**config.mk**
```make
export PLATFORM = sky130hd
export DESIGN_NAME = mem_port_arbiter_flat
export DESIGN_NICKNAME = d
export VERILOG_FILES = /design/src/rtl/mem_port_arbiter_if.sv /design/src/rtl/mem_port_arbiter.sv /design/src/flat_wrapper.sv
export SDC_FILE = /design/constraint.sdc
export NUM_CORES = 1
export LEC_CHECK = 0
export BUFFER_PORTS_ARGS = -buffer_cell sky130_fd_sc_hd__buf_2
export CAP_MARGIN = 20
export CORE_ASPECT_RATIO = 0.75
export CORE_MARGIN = 2
export CORE_UTILIZATION = 45
export DETAILED_ROUTE_END_ITERATION = 8
export GPL_TIMING_DRIVEN = 0
export PLACE_DENSITY = 0.73
export SLEW_MARGIN = 20
export SYNTH_ARGS = -nofsm -noshare
export SYNTH_HDL_FRONTEND = slang
export SYNTH_SLANG_ARGS = --single-unit
```
**constraint.sdc**
```tcl
create_clock -name clk -period 5.6 [get_ports clk]
set_input_delay 0.84 -clock clk [delete_from_list [all_inputs] [get_ports clk]]
set_output_delay 0.84 -clock clk [all_outputs]
set_load 0.02 [all_outputs]
```
**src/rtl/mem_port_arbiter_if.sv**
```systemverilog
// mem_port_arbiter_if
//   Bundles the fetch requester, data requester and memory-side signals of
//   the shared CPU memory port.
//   slave  : arbiter view (takes requests and m_ack/m_rdata, drives grants,
//            completions and the m_* request bus)
//   master : environment view (CPU requesters plus memory model)
interface mem_port_arbiter_if;
    // Instruction fetch requester
    logic        if_req;
    logic [31:0] if_addr;
    logic        if_gnt;
    logic        if_rvalid;
    logic [31:0] if_rdata;
    // Load/store data requester
    logic        d_req;
    logic        d_rw;
    logic [3:0]  d_wstrobe;
    logic [31:0] d_addr;
    logic [31:0] d_wdata;
    logic        d_gnt;
    logic        d_rvalid;
    logic [31:0] d_rdata;
    logic        bus_err;
    // Memory port
    logic        m_req;
    logic        m_rw;
    logic [3:0]  m_wstrobe;
    logic [31:0] m_addr;
    logic [31:0] m_wdata;
    logic        m_ack;
    logic [31:0] m_rdata;

    modport slave (
        input  if_req, if_addr, d_req, d_rw, d_wstrobe, d_addr, d_wdata, m_ack, m_rdata,
        output if_gnt, if_rvalid, if_rdata, d_gnt, d_rvalid, d_rdata, bus_err,
               m_req, m_rw, m_wstrobe, m_addr, m_wdata
    );

    modport master (
        output if_req, if_addr, d_req, d_rw, d_wstrobe, d_addr, d_wdata, m_ack, m_rdata,
        input  if_gnt, if_rvalid, if_rdata, d_gnt, d_rvalid, d_rdata, bus_err,
               m_req, m_rw, m_wstrobe, m_addr, m_wdata
    );
endinterface

```
**src/rtl/mem_port_arbiter.sv**
```systemverilog
// mem_port_arbiter
//   Shares one memory port between instruction fetch (IF) and load/store
//   data (D). One transaction outstanding at a time; D has priority, but
//   after MAX_DATA_STREAK back-to-back D grants with IF waiting, IF wins.
//   A transaction whose m_ack never arrives is aborted after TIMEOUT cycles
//   and completed with rdata 32'hDEADBEEF and bus_err.
// Ports
//   clk    : clock, rising edge
//   nreset : asynchronous active-low reset
//   bus    : mem_port_arbiter_if.slave (requesters + memory port)
// All outputs are registered.
module mem_port_arbiter #(
    parameter int unsigned MAX_DATA_STREAK = 4,   // 1..15
    parameter int unsigned TIMEOUT         = 255  // 1..255
) (
    input  logic               clk,
    input  logic               nreset,
    mem_port_arbiter_if.slave  bus
);

    localparam logic [3:0]  STREAK_MAX = 4'(MAX_DATA_STREAK);
    localparam logic [7:0]  TMO_LAST   = 8'(TIMEOUT - 1);
    localparam logic [31:0] ERR_DATA   = 32'hDEAD_BEEF;

    typedef enum logic [1:0] {IDLE, BUSY_I, BUSY_D, RESP} state_e;

    state_e      state_q, state_d;
    logic [3:0]  streak_q, streak_d;
    logic [7:0]  tmo_q, tmo_d;
    logic        if_gnt_q, if_gnt_d;
    logic        d_gnt_q, d_gnt_d;
    logic        if_rvalid_q, if_rvalid_d;
    logic        d_rvalid_q, d_rvalid_d;
    logic        bus_err_q, bus_err_d;
    logic [31:0] if_rdata_q, if_rdata_d;
    logic [31:0] d_rdata_q, d_rdata_d;
    logic        m_req_q, m_req_d;
    logic        m_rw_q, m_rw_d;
    logic [3:0]  m_wstrobe_q, m_wstrobe_d;
    logic [31:0] m_addr_q, m_addr_d;
    logic [31:0] m_wdata_q, m_wdata_d;

    logic        d_wins;
    logic [31:0] done_data;

    // IF only beats a pending D once the data streak has hit its limit.
    assign d_wins = bus.d_req && !(bus.if_req && (streak_q == STREAK_MAX));

    always_comb begin
        state_d     = state_q;
        streak_d    = streak_q;
        tmo_d       = tmo_q;
        if_gnt_d    = 1'b0;
        d_gnt_d     = 1'b0;
        if_rvalid_d = 1'b0;
        d_rvalid_d  = 1'b0;
        bus_err_d   = 1'b0;
        if_rdata_d  = if_rdata_q;
        d_rdata_d   = d_rdata_q;
        m_req_d     = m_req_q;
        m_rw_d      = m_rw_q;
        m_wstrobe_d = m_wstrobe_q;
        m_addr_d    = m_addr_q;
        m_wdata_d   = m_wdata_q;
        done_data   = '0;

        unique case (state_q)
            IDLE: begin
                if (d_wins) begin
                    state_d     = BUSY_D;
                    d_gnt_d     = 1'b1;
                    m_req_d     = 1'b1;
                    m_rw_d      = bus.d_rw;
                    // Byte enables only mean something on writes.
                    m_wstrobe_d = bus.d_rw ? bus.d_wstrobe : 4'b0000;
                    m_addr_d    = bus.d_addr;
                    m_wdata_d   = bus.d_wdata;
                    tmo_d       = '0;
                    if (bus.if_req)
                        streak_d = (streak_q == 4'hF) ? streak_q : streak_q + 4'd1;
                    else
                        streak_d = '0;
                end else if (bus.if_req) begin
                    state_d     = BUSY_I;
                    if_gnt_d    = 1'b1;
                    m_req_d     = 1'b1;
                    m_rw_d      = 1'b0;
                    m_wstrobe_d = 4'b0000;
                    m_addr_d    = bus.if_addr;
                    m_wdata_d   = '0;
                    tmo_d       = '0;
                    streak_d    = '0;
                end
            end

            BUSY_I, BUSY_D: begin
                // An ack on the last allowed cycle still counts as success.
                if (bus.m_ack || (tmo_q == TMO_LAST)) begin
                    state_d = RESP;
                    m_req_d = 1'b0;
                    if (bus.m_ack) begin
                        done_data = m_rw_q ? 32'h0 : bus.m_rdata;
                    end else begin
                        done_data = ERR_DATA;
                        bus_err_d = 1'b1;
                    end
                    if (state_q == BUSY_I) begin
                        if_rvalid_d = 1'b1;
                        if_rdata_d  = done_data;
                    end else begin
                        d_rvalid_d  = 1'b1;
                        d_rdata_d   = done_data;
                    end
                end else begin
                    tmo_d = tmo_q + 8'd1;
                end
            end

            RESP: state_d = IDLE;

            default: state_d = IDLE;
        endcase
    end

    always_ff @(posedge clk or negedge nreset) begin
        if (!nreset) begin
            state_q     <= IDLE;
            streak_q    <= '0;
            tmo_q       <= '0;
            if_gnt_q    <= 1'b0;
            d_gnt_q     <= 1'b0;
            if_rvalid_q <= 1'b0;
            d_rvalid_q  <= 1'b0;
            bus_err_q   <= 1'b0;
            if_rdata_q  <= '0;
            d_rdata_q   <= '0;
            m_req_q     <= 1'b0;
            m_rw_q      <= 1'b0;
            m_wstrobe_q <= '0;
            m_addr_q    <= '0;
            m_wdata_q   <= '0;
        end else begin
            state_q     <= state_d;
            streak_q    <= streak_d;
            tmo_q       <= tmo_d;
            if_gnt_q    <= if_gnt_d;
            d_gnt_q     <= d_gnt_d;
            if_rvalid_q <= if_rvalid_d;
            d_rvalid_q  <= d_rvalid_d;
            bus_err_q   <= bus_err_d;
            if_rdata_q  <= if_rdata_d;
            d_rdata_q   <= d_rdata_d;
            m_req_q     <= m_req_d;
            m_rw_q      <= m_rw_d;
            m_wstrobe_q <= m_wstrobe_d;
            m_addr_q    <= m_addr_d;
            m_wdata_q   <= m_wdata_d;
        end
    end

    assign bus.if_gnt    = if_gnt_q;
    assign bus.d_gnt     = d_gnt_q;
    assign bus.if_rvalid = if_rvalid_q;
    assign bus.d_rvalid  = d_rvalid_q;
    assign bus.bus_err   = bus_err_q;
    assign bus.if_rdata  = if_rdata_q;
    assign bus.d_rdata   = d_rdata_q;
    assign bus.m_req     = m_req_q;
    assign bus.m_rw      = m_rw_q;
    assign bus.m_wstrobe = m_wstrobe_q;
    assign bus.m_addr    = m_addr_q;
    assign bus.m_wdata   = m_wdata_q;

endmodule

```
**src/flat_wrapper.sv**
```systemverilog
// flat-port wrapper written by rule: the top's interface ports become plain ports
module mem_port_arbiter_flat 
#(
    parameter int unsigned MAX_DATA_STREAK = 4,           
    parameter int unsigned TIMEOUT         = 255           
)
  (clk, nreset, bus_if_req, bus_if_addr, bus_d_req, bus_d_rw, bus_d_wstrobe, bus_d_addr, bus_d_wdata, bus_m_ack, bus_m_rdata, bus_if_gnt, bus_if_rvalid, bus_if_rdata, bus_d_gnt, bus_d_rvalid, bus_d_rdata, bus_bus_err, bus_m_req, bus_m_rw, bus_m_wstrobe, bus_m_addr, bus_m_wdata);
  mem_port_arbiter_if bus_i ();
  input  logic clk;
  input  logic nreset;
  input wire logic [$bits(bus_i.if_req)-1:0] bus_if_req;
  input wire logic [$bits(bus_i.if_addr)-1:0] bus_if_addr;
  input wire logic [$bits(bus_i.d_req)-1:0] bus_d_req;
  input wire logic [$bits(bus_i.d_rw)-1:0] bus_d_rw;
  input wire logic [$bits(bus_i.d_wstrobe)-1:0] bus_d_wstrobe;
  input wire logic [$bits(bus_i.d_addr)-1:0] bus_d_addr;
  input wire logic [$bits(bus_i.d_wdata)-1:0] bus_d_wdata;
  input wire logic [$bits(bus_i.m_ack)-1:0] bus_m_ack;
  input wire logic [$bits(bus_i.m_rdata)-1:0] bus_m_rdata;
  output wire logic [$bits(bus_i.if_gnt)-1:0] bus_if_gnt;
  output wire logic [$bits(bus_i.if_rvalid)-1:0] bus_if_rvalid;
  output wire logic [$bits(bus_i.if_rdata)-1:0] bus_if_rdata;
  output wire logic [$bits(bus_i.d_gnt)-1:0] bus_d_gnt;
  output wire logic [$bits(bus_i.d_rvalid)-1:0] bus_d_rvalid;
  output wire logic [$bits(bus_i.d_rdata)-1:0] bus_d_rdata;
  output wire logic [$bits(bus_i.bus_err)-1:0] bus_bus_err;
  output wire logic [$bits(bus_i.m_req)-1:0] bus_m_req;
  output wire logic [$bits(bus_i.m_rw)-1:0] bus_m_rw;
  output wire logic [$bits(bus_i.m_wstrobe)-1:0] bus_m_wstrobe;
  output wire logic [$bits(bus_i.m_addr)-1:0] bus_m_addr;
  output wire logic [$bits(bus_i.m_wdata)-1:0] bus_m_wdata;
  assign bus_i.if_req = bus_if_req;
  assign bus_i.if_addr = bus_if_addr;
  assign bus_i.d_req = bus_d_req;
  assign bus_i.d_rw = bus_d_rw;
  assign bus_i.d_wstrobe = bus_d_wstrobe;
  assign bus_i.d_addr = bus_d_addr;
  assign bus_i.d_wdata = bus_d_wdata;
  assign bus_i.m_ack = bus_m_ack;
  assign bus_i.m_rdata = bus_m_rdata;
  assign bus_if_gnt = bus_i.if_gnt;
  assign bus_if_rvalid = bus_i.if_rvalid;
  assign bus_if_rdata = bus_i.if_rdata;
  assign bus_d_gnt = bus_i.d_gnt;
  assign bus_d_rvalid = bus_i.d_rvalid;
  assign bus_d_rdata = bus_i.d_rdata;
  assign bus_bus_err = bus_i.bus_err;
  assign bus_m_req = bus_i.m_req;
  assign bus_m_rw = bus_i.m_rw;
  assign bus_m_wstrobe = bus_i.m_wstrobe;
  assign bus_m_addr = bus_i.m_addr;
  assign bus_m_wdata = bus_i.m_wdata;
  mem_port_arbiter #(.MAX_DATA_STREAK(MAX_DATA_STREAK), .TIMEOUT(TIMEOUT)) u_core (.clk(clk), .nreset(nreset), .bus(bus_i));
endmodule
```
==> qor.csv <==
stage,metric,value,unit
sta,count of final setup violators,0,
place,dpl hpwl,14.02,mm
pwr,Sequential Power Share,35.5,%
synthesis,"area leader, netlist",dfrtp_1,
pwr,Power Density,628.2,nW/um2
sta,min Tclk post-route,2.117,ns
synthesis,number of flops mapped to enable cells by yosys,0,
pwr,clock share of power,19.9,%
worst_setup_path,Worst path slowest cell,dfrtp_1,
pwr,Pwr Total,0.005515,W
die,num rows,38,
worst_setup_path,CP max stage delay,0.61,ns
synthesis,ranking of synthesized cells by area,"dfrtp_1 (58%), o22a_1 (6.4%), mux2i_1 (5.8%)",
synthesis,post-synthesis mux area share,9.416,%
die,Die X,143.3,um
synthesis,Yosys cell types,51,
clocking,# H-tree levels,4,
place,pre-CTS WS,3.136,ns
route,Total Wirelength,18.76,mm
clocking,clock tree buffer depth,2,
finish,Final nets,963,
job,Max Cap Viol,0,
synthesis,Async SR Flop Fraction,100.0,%
sta,Max Fclk,0.4724,GHz
clocking,post-CTS sizing,0,
worst_setup_path,crit path cell chain,buf_2,
worst_setup_path,CP Launch Point,u_core.bus.m_rw,
die,IO Count,277,
sta,Slew HR,54.70,%
place,Placed Cells incl. Taps,997,
sta,setup ws final,3.483,ns
place,placer congestion estimate,0.8441,
die,Initial Util,45.63,%
clocking,hold_buf cts,0,
pwr,Max IR drop VDD,348.6,uV
synthesis,#FFs+latches synth,153,
sta,period utilization,37.80,%
route,DRT Pass-1 Iters,4,
synthesis,number of synthesis warnings,0,
worst_setup_path,worst path required time,4.76,ns
synthesis,XOR/XNOR Fraction of Synth Area,0,%
grt,first-pass GRT wire length,29.17,mm
sta,RSZ-0062 raised after global routing,false,
worst_setup_path,"Arr. time, crit path",1.28,ns
grt,largest net degree at the start of global routing,79,
worst_setup_path,R2R Path Start,u_core.tmo_q[0],
synthesis,Compound-Gate Fraction of Synth Area,17.09,%
worst_setup_path,Crit Path Max Fanout,9,
synthesis,top_reg_cell synth,dfrtp_1,
grt,gr usage total,24.57,%
die,Core ar.,14360,um2
clocking,CTS tree,yes,
route,via count,5427,
finish,share of layout cells above drive strength 1,42.34,%
synthesis,sequential share of the synthesized area,58.44,%
clocking,clk root buf,clkbuf_16,
place,Buffers on Ports,275,
route,WL per Instance,18.23,um
worst_setup_path,CP top delay family,flip-flops,
synthesis,post-synthesis simple-gate area fraction,9.492,%
min_path,HP Class,in2async,
sta,Slew @ Worst Pin,0.6794,ns
grt,initial antenna violation count,1,
clocking,"Clk Latency, worst-skew pair",0.42,ns
finish,final std cells w/o fill,1029,
pwr,Sw Ratio,41.67,%
synthesis,top-area cell type share of the netlist area,58.44,%
grt,number of global-route vias before repair,5483,
synthesis,Gate Count Post-Synth,521,
synthesis,Mean Syn Cell Area,12.57,um2
grt,gr ovfl total,0,
synthesis,largest family of logic cells by synthesized area,compound AO/OA/AOI/OAI gates,
sta,Final Slew Violations,0,
synthesis,adder-cell share of the synthesized area,1.719,%
worst_setup_path,Worst setup EP type,primary output,
synthesis,Synth Net Count,668,
clocking,"Clk pin slew, worst setup/hold paths",0.06,ns
pwr,leakage,4.495,nW
pwr,Comb pwr share,44.6,%
clocking,post-CTS setup buffers,0,
route,Vias per Instance,5.274,
worst_setup_path,crit path launch type,register,
run_status,status,completed,
synthesis,Syn Std Cell Area,6551,um2
sta,Clock Skews,0.01021,ns
finish,"Area growth, synth to finish",34.00,%
worst_setup_path,WS Path Type,reg2out,
route,"antenna viol nets, final",0,
sta,number of hold violations in the final report,0,
finish,Antenna Cells,0,
clocking,CTS Buf Count,17,
die,full die area,15550,um2
route,DRC Markers,0,
pwr,Cell Int Power,0.003217,W
route,Initial DRC Count,418,
worst_setup_path,CP bufs+invs,1,
sta,setup tns final,0,ns
clocking,TritonCTS Sinks,153,
pwr,net switching power figure,0.002298,W
die,DIE HEIGHT,108.5,um
## routing by layer
layer  track usage [%]  vias to the layer above  wire, um
li1                  -                     2499         -
met1             31.15                     2671      7809
met2             40.19                      226      9080
met3             6.864                       31      1430
met4             9.804                        0       440
met5                 0                        -         0
## kinds of logic after synthesis
kind of cell,count (synthesis)
flops,153
fa+ha+maj,9
buf+inv,45
compound gates,146
mux,55
simple gates,113
## final timing paths
path                            slack (ns)  cells past startpoint                 endpoint
worst max-delay path                  3.48                      1                 bus_m_rw
worst min-delay path                  0.39                      1   u_core.bus.d_rdata[21]
worst max register to register        3.52                      8  u_core.bus.if_rdata[17]
worst min register to register        0.48                      2    u_core.bus.m_addr[22]
max in group asynchronous             4.42                      2   u_core.bus.m_wdata[22]
min in group clk                      0.48                      2    u_core.bus.m_addr[22]
## sequential cells by signal, summed over array words and instances (netlist names)
register / count
u_core.streak_q: 4
u_core.bus.m_req: 1
u_core.bus.if_gnt: 1
u_core.bus.m_addr: 32
u_core.bus.if_rvalid: 1
u_core.bus.if_rdata: 32
u_core.bus.bus_err: 1
u_core.bus.d_rvalid: 1
u_core.bus.d_rdata: 32
u_core.bus.m_rw: 1
u_core.bus.m_wdata: 32
u_core.tmo_q: 8
u_core.bus.d_gnt: 1
u_core.bus.m_wstrobe: 4
u_core.state_q: 2
## synthesized netlist by cell type, types with 3 or more instances
master and number:
a22o_1 33, a21oi_1 4, buf_2 7, mux2_2 5, nand4b_1 3, nor2b_1 27
nand3_1 5, and3_1 3, nand2_1 44, o22a_1 48, ha_1 9, a32o_1 4
buf_1 3, o21ai_0 39, clkbuf_1 13, buf_4 7, nor2_1 4, nor3_1 4
mux2i_1 38, inv_1 11, o211ai_1 3, and2_1 8, dfrtp_1 153, mux2_4 12
## area by class of cell
cell class | instances | area, um2
clock inverter | 13 | 120.1
inverter | 11 | 41.29
clock buffer | 19 | 442.9
sequential | 153 | 3829
fill | 1194 | 5580
buffer | 34 | 210.2
multi-input combinational | 323 | 2471
timing repair buffer | 276 | 1414
tap | 200 | 250.2
## placed cells by master, fill, tap and decap left out, types with 2 or more instances in the layout
| cell type | netlist | routed |
|---|---|---|
| clkbuf_16 | 0 | 17 |
| nand4b_1 | 3 | 3 |
| clkinv_2 | 0 | 3 |
| and2_1 | 8 | 8 |
| clkbuf_1 | 13 | 14 |
| nor2_1 | 4 | 4 |
| inv_1 | 11 | 11 |
| dfrtp_1 | 153 | 153 |
| buf_1 | 3 | 3 |
| clkinvlp_4 | 0 | 3 |
| o22a_1 | 48 | 48 |
| nand2_1 | 44 | 44 |
| a21oi_1 | 4 | 4 |
| mux2i_1 | 38 | 38 |
| nand3_1 | 5 | 5 |
| nor4_1 | 2 | 2 |
| inv_6 | 0 | 3 |
| nand2b_1 | 2 | 2 |
| nor3_1 | 4 | 4 |
| buf_2 | 7 | 281 |
| ha_1 | 9 | 9 |
| a32o_1 | 4 | 4 |
| a211oi_1 | 2 | 2 |
| clkinv_4 | 0 | 3 |
| o211ai_1 | 3 | 3 |
| o41ai_1 | 2 | 2 |
| mux2_2 | 5 | 5 |
| buf_4 | 7 | 7 |
| a22o_1 | 33 | 33 |
| o21ai_0 | 39 | 39 |
| nor2b_1 | 27 | 27 |
| mux2_4 | 12 | 12 |
| and3_1 | 3 | 3 |
| buf_12 | 2 | 2 |
| and2_4 | 2 | 2 |
| buf_6 | 2 | 2 |
## power by group through the flow
stage / Clock, W / Sequential [W] / Combinational [W]
floorplan: 0 / 0.00251 / 0.00100
global placement: 0 / 0.00194 / 0.00241
detailed placement: 0 / 0.00196 / 0.00248
CTS: 0.00112 / 0.00195 / 0.00248
global route: 0.00117 / 0.00202 / 0.00266
finish: 0.00110 / 0.00196 / 0.00246
## through the flow
stage,instance area (um2),utilization (%),hold slack (ns)
3_3_place_gp,8178,56.95,0.4600
5_1_grt,8778,61.14,0.4367
4_1_cts,8778,61.14,0.4037
6_report,8778,61.14,0.3935
2_1_floorplan,6551,-,0.4756
3_5_place_dp,8215,57.22,0.4674
Power figures use the tool's default switching activity.
